### src/rtl/mem_arb_pkg.sv
`default_nettype none
// +----------------------------------------------------------------------+
// | mem_arb_pkg : shared types and constants for the memory arbiter      |
// | Revision    : 1.0 - initial release                                  |
// +----------------------------------------------------------------------+
package mem_arb_pkg;

  typedef enum logic [1:0] {
    IDLE = 2'd0,
    REQ  = 2'd1,
    WAIT = 2'd2
  } state_t;

  typedef enum logic {
    OWN_IF = 1'b0,
    OWN_LS = 1'b1
  } owner_t;

  localparam logic [7:0] C_IF_RMASK = 8'hff;

endpackage
`default_nettype wire

### src/rtl/mem_arb_sel.sv
`default_nettype none
// +----------------------------------------------------------------------+
// | mem_arb_sel : LS-priority grant with a streak limit protecting IF    |
// | Revision    : 1.0 - initial release                                  |
// +----------------------------------------------------------------------+
module mem_arb_sel #(
  parameter int unsigned MAX_LS_STREAK = 4
) (
  input  logic clk,
  input  logic rst_n,
  input  logic if_valid,
  input  logic ls_valid,
  input  logic idle,
  input  logic accept,
  output logic grant_ls,
  output logic grant_if
);

  localparam logic [3:0] C_MAX_STREAK = 4'(MAX_LS_STREAK);

  logic [3:0] r_streak;
  logic       w_force_if;

  // Once LS has won MAX_LS_STREAK times against a waiting IF, IF takes the next slot.
  assign w_force_if = if_valid && (r_streak == C_MAX_STREAK);
  assign grant_ls   = idle && ls_valid && !w_force_if;
  assign grant_if   = idle && if_valid && !grant_ls;

  always_ff @(posedge clk or negedge rst_n) begin
    if (!rst_n) begin
      r_streak <= 4'd0;
    end else if (accept) begin
      if (grant_if) begin
        r_streak <= 4'd0;
      end else if (grant_ls && if_valid && (r_streak != C_MAX_STREAK)) begin
        r_streak <= r_streak + 4'd1;
      end
    end
  end

endmodule
`default_nettype wire

### src/rtl/mem_arbiter.sv
`default_nettype none
// +----------------------------------------------------------------------+
// | mem_arbiter : shares one memory port between IF and LS requesters    |
// | Revision    : 1.0 - initial release                                  |
// +----------------------------------------------------------------------+
module mem_arbiter #(
  parameter int unsigned MAX_LS_STREAK = 4
) (
  input  logic        clk,
  input  logic        rst_n,
  input  logic        if_req_valid,
  output logic        if_req_ready,
  input  logic [63:0] if_addr,
  output logic        if_resp_valid,
  output logic [63:0] if_rdata,
  input  logic        ls_req_valid,
  output logic        ls_req_ready,
  input  logic [63:0] ls_addr,
  input  logic        ls_wen,
  input  logic [63:0] ls_wdata,
  input  logic [7:0]  ls_wmask,
  output logic        ls_resp_valid,
  output logic [63:0] ls_rdata,
  output logic        mem_req_valid,
  input  logic        mem_req_ready,
  output logic [63:0] mem_addr,
  output logic        mem_wen,
  output logic [63:0] mem_wdata,
  output logic [7:0]  mem_wmask,
  input  logic        mem_resp_valid,
  input  logic [63:0] mem_rdata
);

  import mem_arb_pkg::*;

  state_t      r_state;
  owner_t      r_owner;
  logic        r_req_valid;
  logic [63:0] r_addr;
  logic        r_wen;
  logic [63:0] r_wdata;
  logic [7:0]  r_wmask;

  logic w_idle;
  logic w_in_wait;
  logic w_grant_if;
  logic w_grant_ls;
  logic w_accept;

  assign w_idle    = (r_state == IDLE);
  assign w_in_wait = (r_state == WAIT);

  mem_arb_sel #(
    .MAX_LS_STREAK(MAX_LS_STREAK)
  ) u_sel (
    .clk      (clk),
    .rst_n    (rst_n),
    .if_valid (if_req_valid),
    .ls_valid (ls_req_valid),
    .idle     (w_idle),
    .accept   (w_accept),
    .grant_ls (w_grant_ls),
    .grant_if (w_grant_if)
  );

  // Grants already include the requester's valid, so any grant is an accept.
  assign w_accept     = w_grant_if | w_grant_ls;
  assign if_req_ready = w_grant_if;
  assign ls_req_ready = w_grant_ls;

  always_ff @(posedge clk or negedge rst_n) begin
    if (!rst_n) begin
      r_state     <= IDLE;
      r_owner     <= OWN_IF;
      r_req_valid <= 1'b0;
      r_addr      <= 64'd0;
      r_wen       <= 1'b0;
      r_wdata     <= 64'd0;
      r_wmask     <= 8'd0;
    end else begin
      case (r_state)
        IDLE: begin
          if (w_accept) begin
            r_state     <= REQ;
            r_req_valid <= 1'b1;
            if (w_grant_ls) begin
              r_owner <= OWN_LS;
              r_addr  <= ls_addr;
              r_wen   <= ls_wen;
              r_wdata <= ls_wdata;
              r_wmask <= ls_wmask;
            end else begin
              r_owner <= OWN_IF;
              r_addr  <= if_addr;
              r_wen   <= 1'b0;
              r_wdata <= 64'd0;
              r_wmask <= C_IF_RMASK;
            end
          end
        end
        REQ: begin
          if (mem_req_ready) begin
            r_state     <= WAIT;
            r_req_valid <= 1'b0;
          end
        end
        WAIT: begin
          if (mem_resp_valid) begin
            r_state <= IDLE;
          end
        end
        default: begin
          r_state     <= IDLE;
          r_req_valid <= 1'b0;
        end
      endcase
    end
  end

  assign mem_req_valid = r_req_valid;
  assign mem_addr      = r_addr;
  assign mem_wen       = r_wen;
  assign mem_wdata     = r_wdata;
  assign mem_wmask     = r_wmask;

  // Responses outside WAIT (including one coincident with the handshake) are stray.
  assign if_resp_valid = mem_resp_valid && w_in_wait && (r_owner == OWN_IF);
  assign ls_resp_valid = mem_resp_valid && w_in_wait && (r_owner == OWN_LS);
  assign if_rdata      = mem_rdata;
  assign ls_rdata      = mem_rdata;

endmodule
`default_nettype wire

### config.mk
export PLATFORM = sky130hd
export DESIGN_NAME = mem_arbiter
export DESIGN_NICKNAME = d
export VERILOG_FILES = /design/src/rtl/mem_arb_pkg.sv /design/src/rtl/mem_arb_sel.sv /design/src/rtl/mem_arbiter.sv
export SDC_FILE = /design/constraint.sdc
export NUM_CORES = 1
export LEC_CHECK = 0
export CAP_MARGIN = 0
export CELL_PAD_IN_SITES_DETAIL_PLACEMENT = 1
export CELL_PAD_IN_SITES_GLOBAL_PLACEMENT = 1
export CORE_AREA = 4 4 209 211
export DETAILED_ROUTE_END_ITERATION = 10
export DIE_AREA = 0 0 213 215
export HOLD_SLACK_MARGIN = 0.06
export PLACE_DENSITY_LB_ADDON = 0.1
export RECOVER_POWER = 50
export SYNTH_ARGS = -nofsm -noshare
export SYNTH_HDL_FRONTEND = slang
export SYNTH_SLANG_ARGS = --single-unit
### constraint.sdc
create_clock -name clk -period 3.3 [get_ports clk]
set_input_delay 0.495 -clock clk [delete_from_list [all_inputs] [get_ports clk]]
set_output_delay 0.495 -clock clk [all_outputs]
set_load 0.02 [all_outputs]
## After elaboration in Yosys (flattened, before gate mapping)

Cells that the tools add are included.

- Output and inout port bits: 270
- Bits in registers: 145

- Equal/unequal tests: 7
- Reduce and logical (&&, ||, !) cells: 18
- Muxes and demuxes: 14
- Add/subtract/negate cells: 1
- Bitwise gates (word level): 3

Operator list:

| kind | number |
|---|---|
| $mux 64 | 2 |
| $logic_and 1x1->1 | 10 |
| $mux 4 | 2 |
| $mux 8 | 1 |
| $mux 2 | 3 |
| $ne 2x2->1 const B | 3 |
| $pmux 2 s3 | 1 |
| $reduce_and 3->1 | 2 |
| $add 4x1->4 const B | 1 |
| $eq 4x3->1 const B | 1 |
| $mux 1 | 4 |
| $ne 4x3->1 const B | 1 |
| $reduce_and 2->1 | 2 |
| $pmux 1 s3 | 1 |
| $eq 2x1->1 const B | 1 |
| $eq 2x2->1 const B | 1 |
| $logic_not 1->1 | 2 |
| $logic_not 2->1 | 1 |
| $not 1->1 | 2 |
| $reduce_bool 2->1 | 1 |
| $or 1x1->1 | 1 |

## Logic depth before layout (Yosys ltp)

Gate-level depths: netlist of the first run.

- Depth in word-level cells: 9
- Mapped depth: 8

## Hierarchy

From an unflattened synthesis of the first run, not the netlist that was laid out.

- Cells, all modules: 626
- Area total of the unflattened synthesis: 6988.0 um2

Modules (own cells, without submodules):

| module | cells an instance | instances | area an instance (um2) |
|---|---|---|---|
| mem_arbiter | 597 | 1 | 6727.7 |
| mem_arb_sel | 29 | 1 | 260.2 |

## Worst setup path before layout of the first run

No wires, ideal clock.

- Path kind: flip-flop to output port
- From: register r_state[0]
- To: output if_req_ready
- Data required time: 2805 ps
- Arrival time: 1376 ps
- Cell stages (with the launch flop): 5
- Setup slack: 1429 ps
- Cells stage by stage: dfrtp_1 buf_6 nor3b_2 clkbuf_1 and2_1

- Longest elaborated chain between the ends: 5
- Elaborated cells between the ends (all ways): 6

RTL lines:

| item | line | source |
|---|---|---|
| start, declared | mem_arbiter.sv:36 | `state_t r_state;` |
| start signal, assigned | mem_arbiter.sv:73 | `r_state <= IDLE;` |
| start signal, assigned | mem_arbiter.sv:84 | `r_state <= REQ;` |
| start signal, assigned | mem_arbiter.sv:103 | `r_state <= WAIT;` |
| $logic_not 2->1 * | mem_arbiter.sv:50 | `assign w_idle = (r_state == IDLE);` |
| $logic_and 1x1->1 (2 in a row) | mem_arb_sel.sv:26 | `assign grant_ls = idle && ls_valid && !w_force_if;` |
| $logic_not 1->1 | mem_arb_sel.sv:27 | `assign grant_if = idle && if_valid && !grant_ls;` |
| $logic_and 1x1->1 * | mem_arb_sel.sv:27 |  |
| end, declared | mem_arbiter.sv:12 | `output logic if_req_ready,` |

Mark *: on every way between the ends. The rest lies on a longest branch, timed or not.

## Worst setup path in the final report of the first run

- From: register u_sel.r_streak[0]
- To: output if_req_ready

- Longest elaborated chain between the ends: 6

RTL lines:

| item | line | source |
|---|---|---|
| start, declared | mem_arb_sel.sv:21 | `logic [3:0] r_streak;` |
| start signal, assigned | mem_arb_sel.sv:36 | `r_streak <= r_streak + 4'd1;` |
| $eq 4x3->1 | mem_arb_sel.sv:25 | `assign w_force_if = if_valid && (r_streak == C_MAX_STREAK);` |
| $logic_and 1x1->1 | mem_arb_sel.sv:25 |  |
| $logic_not 1->1 | mem_arb_sel.sv:26 |  |
| $logic_and 1x1->1 | mem_arb_sel.sv:26 |  |
| $logic_not 1->1 | mem_arb_sel.sv:27 |  |
| $logic_and 1x1->1 | mem_arb_sel.sv:27 |  |

Every way passes these cells.

==> results of run 1 <==
flip-flops by register name, summed over array words and instances, names as in the netlist:
register / cells
mem_wen: 1
r_owner: 1
mem_addr: 64
mem_wdata: 64
u_sel.r_streak: 4
r_state: 2
mem_wmask: 8
mem_req_valid: 1
cell usage in the layout, fill, tap and decap left out, types with 2 or more instances in the layout:
cell type and n:
a31oi_1 36, a21oi_1 36, inv_1 2, bufinv_16 2, nor2_1 2, nand3_1 37
nand2b_1 4, ha_1 2, o211a_1 28, clkinv_4 2, o2bb2ai_1 2, nand2_1 7
clkbuf_16 17, clkbuf_2 4, diode_2 2, o22a_1 8, clkbuf_8 2, dfrtp_1 145
buf_4 12, o21ai_0 40, clkbuf_1 2, a22o_1 65, clkinv_2 4, clkinvlp_4 4
buf_12 3, clkdlybuf4s50_1 347, a221o_1 28
worst max-delay path, stage by stage, from the launching register on:
cell	delay [ns]
dfrtp_1	0.40
inv_1	0.11
ha_1	0.18
nand4b_1	0.14
nand2_1	0.16
buf_4	0.21
and2_1	0.15
clkdlybuf4s50_1	0.60
area by class of cell:
class                           instances  area (sq um)
Fill cell                            4659         30900
Tap cell                              539           674
Multi-Input combinational cell        311          2230
Antenna cell                            2          5.00
Inverter                                3          12.5
Sequential cell                       145          3630
Timing Repair Buffer                  369          3660
Clock inverter                         12           134
Clock buffer                           20           457
power by group through the flow:
stage	clock, mW	combinational [mW]	sequential [mW]
after floorplan	0	1.96	3.95
after global placement	0	5.43	3.07
after detailed placement	0	5.41	3.06
after CTS	2.15	5.42	3.06
after global routing	2.20	5.64	3.16
final	2.04	5.28	3.05
worst max-delay path by stage:
stage | start | endpoint | slack (ns)
2_1_floorplan | r_state[0] | if_req_ready | 1.43
3_3_place_gp | if_req_valid | if_req_ready | 0.51
3_5_place_dp | if_req_valid | if_req_ready | 0.48
4_1_cts | u_sel.r_streak[0] | if_req_ready | 0.29
5_1_grt | u_sel.r_streak[0] | if_req_ready | 0.23
6_report | u_sel.r_streak[0] | if_req_ready | 0.38
per-layer routing:
metal | up-vias | routed length, microns | part of all wire (%)
met4 | 0 | 980 | 3.0
met3 | 66 | 3080 | 9.5
li1 | 2673 | - | -
met1 | 3015 | 13100 | 40
met5 | - | 0 | 0
met2 | 294 | 15300 | 47
what timing repair did:
item / 4_1_cts / 5_1_grt
endpoints found under the hold margin: 49 / 0
gates resized for setup: 0 / 0
hold buffers: 1 / 0
logic make-up (layout without fill, tap and decap cells):
kind of cell	count (synthesis)	count (layout)	share of synthesized area [%]
AO/OA/AOI/OAI	245	245	25.9
adder cells (fa/ha/maj)	2	2	0.352
buffers and inverters	192	404	17.7
flip-flops	145	145	51.1
multiplexers	1	1	0.141
other	0	2	0
AND/OR/NAND/NOR	63	63	4.83
==> results.toml, run 1 <==
[layout]
design_area_sq_um = 10800
syn2layout_area_growth_pct = 52.3
finalNetCount = 1120
fin_cells = 1401
drive_above_1_share_pct = 6.74
utilization_pct = 25.9

[hold_path]
hold_start = "mem_req_valid"
min_path_type = "flop to flop"
whs_endpoint = "mem_req_valid"
holdPathStages = 2

[run]
maxCapViolations = 1

[global_route]
grt_pass1_wl_microns = 46700
met2_usage_pct = 21.7
overflow = 0
grtUsageTotal_pct = 13.9
grt_pass1_vias = 6648
antenna_found_initial = 4
grt_start_max_net_pins = 95
grtUsageMet1_pct = 16.5
grt-busiest-layer = "met2"
use_met3_pct = 5.82

[critical_path]
crit_required_ns = 2.80
crit_fanout = 9
r2r_slack_ns = 0.89
reg2reg_to = "mem_addr[46]"
cp_data_arrival_time_ns = 2.42
rr_worst_depth = 5
end_kind = "primary output"
r2r_start = "r_state[0]"
path_class = "flop to primary output"
cp-start-kind = "flop"

[yosys]
synth_area_leader_cell = "dfrtp_1"
synth_edf_count = 0
async_flop_share_pct = 100
ys_types = 34
ys_seq_elements = 145
syn_nets = 921
synth_cells = 648
synth_flop_cell = "dfrtp_1"
yosys.area.top_type_share_pct = 51.1
yosysMostFrequentCell = "dfrtp_1"
ys_seq_area_share_pct = 51.1
syn_avg_cell_area_sq_um = 11.0
yosys-top-cells-count = "dfrtp_1 (145), buf_4 (128), a22o_1 (65)"
yosys_warnings = 0
synth_area_leaders = "dfrtp_1 (51%), buf_4 (14%), a22o_1 (8.0%)"
syn_area_sq_um = 7100

[timing]
setup_viol = 0
post-route-min-period_ns = 2.92
fin_crit_sh_pct = 88.4
final.setup.tns_ns = 0
clock.fmax_ghz = 0.343
fin_ws_ns = 0.384
drv_slew = 53
tightest_slew_ns = 1.54
hold_viol = 0
holdWs_ns = 0.476
fin_worst_skew_ns = 0.00896
rsz0062_at_grt = "false"
slew_headroom_pct = -2.98

[power_and_ir_drop]
p_clk_share_pct = 19.7
comb_power_share_pct = 50.9
pwr-share-seq_pct = 29.4
intPower_mw = 6.16
power_switching_mw = 4.21
power_leakage_nw = 4.47
powerDensity_nw_per_um2 = 959
sw_frac_of_total_pct = 40.6
ir_drop_mv = 0.378
finalPower_mw = 10.4

[cts]
ctsHtreeMaxLevel = 4
clk_pin_slew_ns = 0.07
cts.sinks = 145
cts_root_buffer = "clkbuf_16"
insertion_delay_ns = 0.48
post_cts_buffers = 0
cts_tree = "done"
cts_buffers = 17
clockBufferDepth = 2

[placement]
place_congestion = 0.692
place_area_sq_um = 10200
dp_hpwl_microns = 22200
dp.cells = 1366
post-place-ws_ns = 0.478
portBuffers = 348

[floorplan]
die-width_microns = 213
pin_count = 541
coreArea_sq_um = 41800
start_util_pct = 17.0
fp-row-count = 75
die_area_sq_um = 45800
die_h_microns = 215

[status]
violations = "capacitance limit, slew limit"
status = "finished, violations left"

[route]
avgViaCountPerCell = 4.32
drtAntennaViolNets = 0
drt_iter0_drc = 237
routedWlPerCell_microns = 23.2
drc = 0
dr.pass1.iters = 5
routed_wl_microns = 32500
route.vias.total = 6048
Note: power is estimated with default switching activity, not from simulation.
==> run 2: changes to the inputs <==
Clock period 3.3 ns to 3.65 ns, I/O delays scaled along.
==> run 2 against run 1 <==
Against the previous run: the flow still finishes with violations (capacitance limit, slew limit); worst hold slack improved by 0.0049 ns; sequential share of layout area up 0.074 points; combinational power decreased by 11%; clock-buffer cell count down 1; via count down 0.74%; clock power decreased by 5%; utilization down 0.057 points; largest cell class is now registers; largest power group unchanged.
==> results.toml, run 2 (synthesized netlist as in run 1, its figures left out) <==
[hold_path]
holdPathStages = 2
whs_endpoint = "mem_req_valid"
min_path_type = "flop to flop"
hold_start = "mem_req_valid"

[critical_path]
crit_fanout = 28
cp_common_cell = "clkbuf_1"
path_cells = "clkbuf_1 -> nor2_2 -> nand2_4 -> clkbuf_1 -> a221o_1"
crit_family = "buffers and inverters"
crit_required_ns = 4.04
cpMaxStageDelayCell = "clkbuf_1"
path_class = "flop to flop"
cp_data_arrival_time_ns = 3.32
rr_worst_depth = 5
r2r_slack_ns = 0.72
critPathMaxStageDelay_ns = 1.13
reg2reg_to = "mem_addr[22]"
cp_num_buf_inv = 2
cp-start-kind = "flop"
end_kind = "flop"
r2r_start = "r_state[0]"

[layout]
antenna_cells = 0
seq_area_sq_um = 3630
multi_input_area_sq_um = 2240
final_common_cell = "clkdlybuf4s50_1"
finalNetCount = 1114
syn2layout_area_growth_pct = 52.0
mostFrequentLayoutCells = "clkdlybuf4s50_1 (347), dfrtp_1 (145), a22o_1 (65)"
fin_cells = 1391
fill_cells = 4621
drive_above_1_share_pct = 5.87

[status]
status = "finished, violations left"
violations = "capacitance limit, slew limit"

[global_route]
grtUsageMet1_pct = 16.5
overflow = 0
grt_start_max_net_pins = 95
grt-busiest-layer = "met2"
grtUsageTotal_pct = 13.5
grt_pass1_wl_microns = 46300
grt_pass1_vias = 6562
use_met3_pct = 5.10
met2_usage_pct = 21.7
antenna_found_initial = 0

[timing]
clock.fmax_ghz = 0.341
drv_slew = 102
final.setup.tns_ns = 0
fin_worst_skew_ns = 0.0108
fin_crit_sh_pct = 80.3
slew_headroom_pct = -40.4
holdWs_ns = 0.481
setup_viol = 0
rsz0062_at_grt = "false"
post-route-min-period_ns = 2.93
tightest_slew_ns = 2.11
hold_viol = 0

[route]
avgViaCountPerCell = 4.32
drtAntennaViolNets = 0
routedWlPerCell_microns = 23.0
routed_wl_microns = 32000
drt_iter0_drc = 235
dr.pass1.iters = 4
route.vias.total = 6003
drc = 0

[cts]
cts-hold-fix-buffers = 0
insertion_delay_ns = 0.45
cts_root_buffer = "clkbuf_16"
cts_tree = "done"
cts_buffers = 17
cts.sinks = 145
clk_pin_slew_ns = 0.07
ctsHtreeMaxLevel = 4
cts_resized = 0
clockBufferDepth = 2
post_cts_buffers = 0

[placement]
dp_hpwl_microns = 21300
place_congestion = 0.695
portBuffers = 348
dp.cells = 1361

[floorplan]
start_util_pct = 17.0
die_h_microns = 215
fp-row-count = 75
die-width_microns = 213
coreArea_sq_um = 41800
pin_count = 541
die_area_sq_um = 45800

[run]
maxCapViolations = 2

[power_and_ir_drop]
powerDensity_nw_per_um2 = 872
power_leakage_nw = 4.46
ir_drop_mv = 0.352
==> run 2: changes by cell type in the layout (fill, tap and decap cells not counted), sizes merged <==
cell         before  now
bufinv            2    4
clkbuf           26   24
clkinvlp          4    2
inv               3    2
buf              15   11
diode             2    0
dlygate4sd3       1    0
==> run 2: worst max path at each step <==
stage | from | to | slack, ns | depth (start not counted)
finish | r_state[0] | mem_addr[22] | 0.72 | 5
global route | rst_n | mem_addr[42] | 0.30 | 2
CTS | u_sel.r_streak[0] | if_req_ready | 0.67 | 7
detailed placement | ls_req_valid | if_req_ready | 0.76 | 6
global placement | if_req_valid | if_req_ready | 0.76 | 6
floorplan | if_req_valid | if_req_ready | 1.69 | 3
==> run 2: area by class of cell <==
class	count	share of cell area, %
Multi-Input combinational cell	311	20.7
Sequential cell	145	33.6
Tap cell	539	6.25
Clock inverter	11	1.52
Clock buffer	19	4.11
Inverter	3	0.116
Timing Repair Buffer	363	33.6
==> run 2: power breakdown <==
group,switching [mW],internal [mW]
registers,0.409,2.34
clock network,0.779,1.15
logic,2.56,2.16
==> run 2: routing by layer <==
layer	vias up	routed length (microns)	part of all wire [%]
met4	0	756	2.4
met1	3017	13100	41
met5	-	0	0
met2	277	15400	48
li1	2655	-	-
met3	54	2660	8.3
==> run 2: through the flow <==
stage | util, % | setup WS [ns] | power [mW] | area [sq um]
2_1_floorplan | - | 1.69 | 5.35 | 7100
3_3_place_gp | 24.5 | 0.756 | 7.67 | 10200
3_5_place_dp | 24.5 | 0.761 | 7.64 | 10200
4_1_cts | 25.9 | 0.666 | 9.66 | 10800
5_1_grt | 25.8 | 0.304 | 9.99 | 10800
6_report | 25.8 | 0.719 | 9.40 | 10800
==> run 2: tightest hold or removal path, delay by kind of cell (launching register included) <==
family / cells / cell delay, ns
flops: 1 / 0.35
simple gates: 2 / 0.10
==> run 3: changes to the inputs <==
Settings changed: CORE_AREA 4 4 209 211 to 4 4 211 213, DIE_AREA 0 0 213 215 to 0 0 215 217.
Clock period 3.65 ns to 2.73 ns, I/O delays scaled along.
==> run 3 against run 2 <==
Against the previous run: the flow still finishes with violations (capacitance limit, slew limit); sequential power rose by 37%; final area increased by 1.8%; combinational power rose by 36%; first-iteration DRC count is 12% higher; utilization decreased by 0.10 points; global-route usage down 0.099 points; critical path type is now flop to primary output; critical endpoint is now ls_resp_valid; largest cell class is now non-clock buffers.
==> results.toml, run 3 (synthesized netlist as in run 1, its figures left out) <==
[run]
maxCapViolations = 1

[route]
route.vias.total = 5997
avgViaCountPerCell = 4.25
routed_wl_microns = 32100
drtAntennaViolNets = 0
drt_iter0_drc = 263
routedWlPerCell_microns = 22.8
dr.pass1.iters = 5
drc = 0

[cts]
post_cts_buffers = 0
ctsHtreeMaxLevel = 4
cts_root_buffer = "clkbuf_16"
cts.sinks = 145
clk_pin_slew_ns = 0.08
cts_tree = "done"
clockBufferDepth = 2
cts_buffers = 17
insertion_delay_ns = 0.44

[critical_path]
cp-start-kind = "flop"
r2r_start = "r_state[1]"
cp-startpoint = "r_state[1]"
crit_path_end = "ls_resp_valid"
rr_worst_depth = 4
reg2reg_to = "mem_addr[22]"
crit_fanout = 9
path_class = "flop to primary output"
cp_data_arrival_time_ns = 2.09
r2r_slack_ns = 0.31
end_kind = "primary output"
crit_required_ns = 2.32

[hold_path]
min_path_type = "flop to flop"
holdPathStages = 1
hold_start = "mem_wmask[1]"

[timing]
drv_slew = 55
final.setup.tns_ns = 0
hold_viol = 0
tightest_slew_ns = 1.69
rsz0062_at_grt = "false"
fin_crit_sh_pct = 91.4
clock.fmax_ghz = 0.401
setup_viol = 0
post-route-min-period_ns = 2.50
slew_headroom_pct = -12.7
fin_worst_skew_ns = 0.0165

[global_route]
antenna_found_initial = 4
overflow = 0
grt_pass1_vias = 6662
grt_start_max_net_pins = 56
grt_pass1_wl_microns = 47200
grtUsageTotal_pct = 13.4

[status]
status = "finished, violations left"
violations = "capacitance limit, slew limit"

[placement]
portBuffers = 348
place_congestion = 0.707
dp_hpwl_microns = 22900

[layout]
final_common_cell = "clkdlybuf4s50_1"
syn2layout_area_growth_pct = 54.8
finalNetCount = 1125
mostFrequentLayoutCells = "clkdlybuf4s50_1 (345), dfrtp_1 (144), a22o_1 (65)"
utilization_pct = 25.7
drive_above_1_share_pct = 7.40

[floorplan]
die_area_sq_um = 46700
fp-row-count = 76
die-width_microns = 215
start_util_pct = 16.6
coreArea_sq_um = 42700
die_h_microns = 217
pin_count = 541

[power_and_ir_drop]
ir_drop_mv = 0.337
power_leakage_nw = 4.57
powerDensity_nw_per_um2 = 1160
run 3: cell count changes in the layout (fill, tap and decap cells not counted), sizes merged:
cell | before | now
clkinvlp | 2 | 1
dlymetal6s2s | 0 | 1
diode | 0 | 1
inv | 2 | 10
clkinv | 6 | 3
clkbuf | 24 | 23
clkdlybuf4s50 | 347 | 345
buf | 11 | 22
bufinv | 4 | 3
dlygate4sd3 | 0 | 1
run 3: critical path, cell delays in order, from the launching register on:
cell             delay, ns
dfrtp_1               0.64
nand2_1               0.13
nor3b_1               0.21
clkdlybuf4s50_1       0.65
run 3: cell type report:
type,count,area (sq um)
Fill cell,4714,31700
Clock buffer,18,429
Antenna cell,1,2.50
Sequential cell,145,3630
Clock inverter,14,190
Timing Repair Buffer,374,3810
Multi-Input combinational cell,311,2230
Inverter,3,12.5
Tap cell,546,683
run 3: per-stage QoR:
| step | power, mW | hold slack (ns) | area, sq um | setup WS [ns] | cells |
|---|---|---|---|---|---|
| 2_1_floorplan | 7.15 | 0.114 | 7100 | 0.945 | 648 |
| 3_3_place_gp | 10.4 | 0.464 | 10400 | 0.250 | 1378 |
| 3_5_place_dp | 10.4 | 0.456 | 10400 | 0.227 | 1378 |
| 4_1_cts | 13.1 | 0.497 | 11000 | 0.00472 | 1411 |
| 5_1_grt | 13.5 | 0.512 | 11000 | 0.0300 | 1412 |
| 6_report | 12.7 | 0.493 | 11000 | 0.234 | 1412 |
run 3: power by group:
part,internal (mW),switching [mW]
combinational,3.04,3.37
clock,1.47,1.10
sequential,3.13,0.636
total,7.64,5.10
run 3: metal layers:
metal / track usage (%) / up-vias / wire length, microns
li1: - / 2678 / -
met1: 16.6 / 3019 / 13600
met2: 22.3 / 255 / 15800
met3: 4.78 / 39 / 2250
met4: 3.93 / 6 / 507
met5: 0 / - / 36
run 3: how the worst min path moves through the flow:
stage	slack, ns	endpoint
after floorplan	0.11	mem_addr[0]
after global placement	0.46	mem_addr[7]
after detailed placement	0.46	mem_addr[9]
after CTS	0.50	mem_wmask[1]
after global routing	0.51	mem_wdata[13]
final	0.49	mem_wmask[1]
run 3: repair_timing:
| action | 4_1_cts | 5_1_grt |
|---|---|---|
| hold buffers | 1 | 0 |
| endpoints found under the hold margin | 52 | 0 |
| pin swaps | 0 | 0 |
| endpoints found under the setup margin | 1 | 1 |
| resized for setup | 1 | 1 |
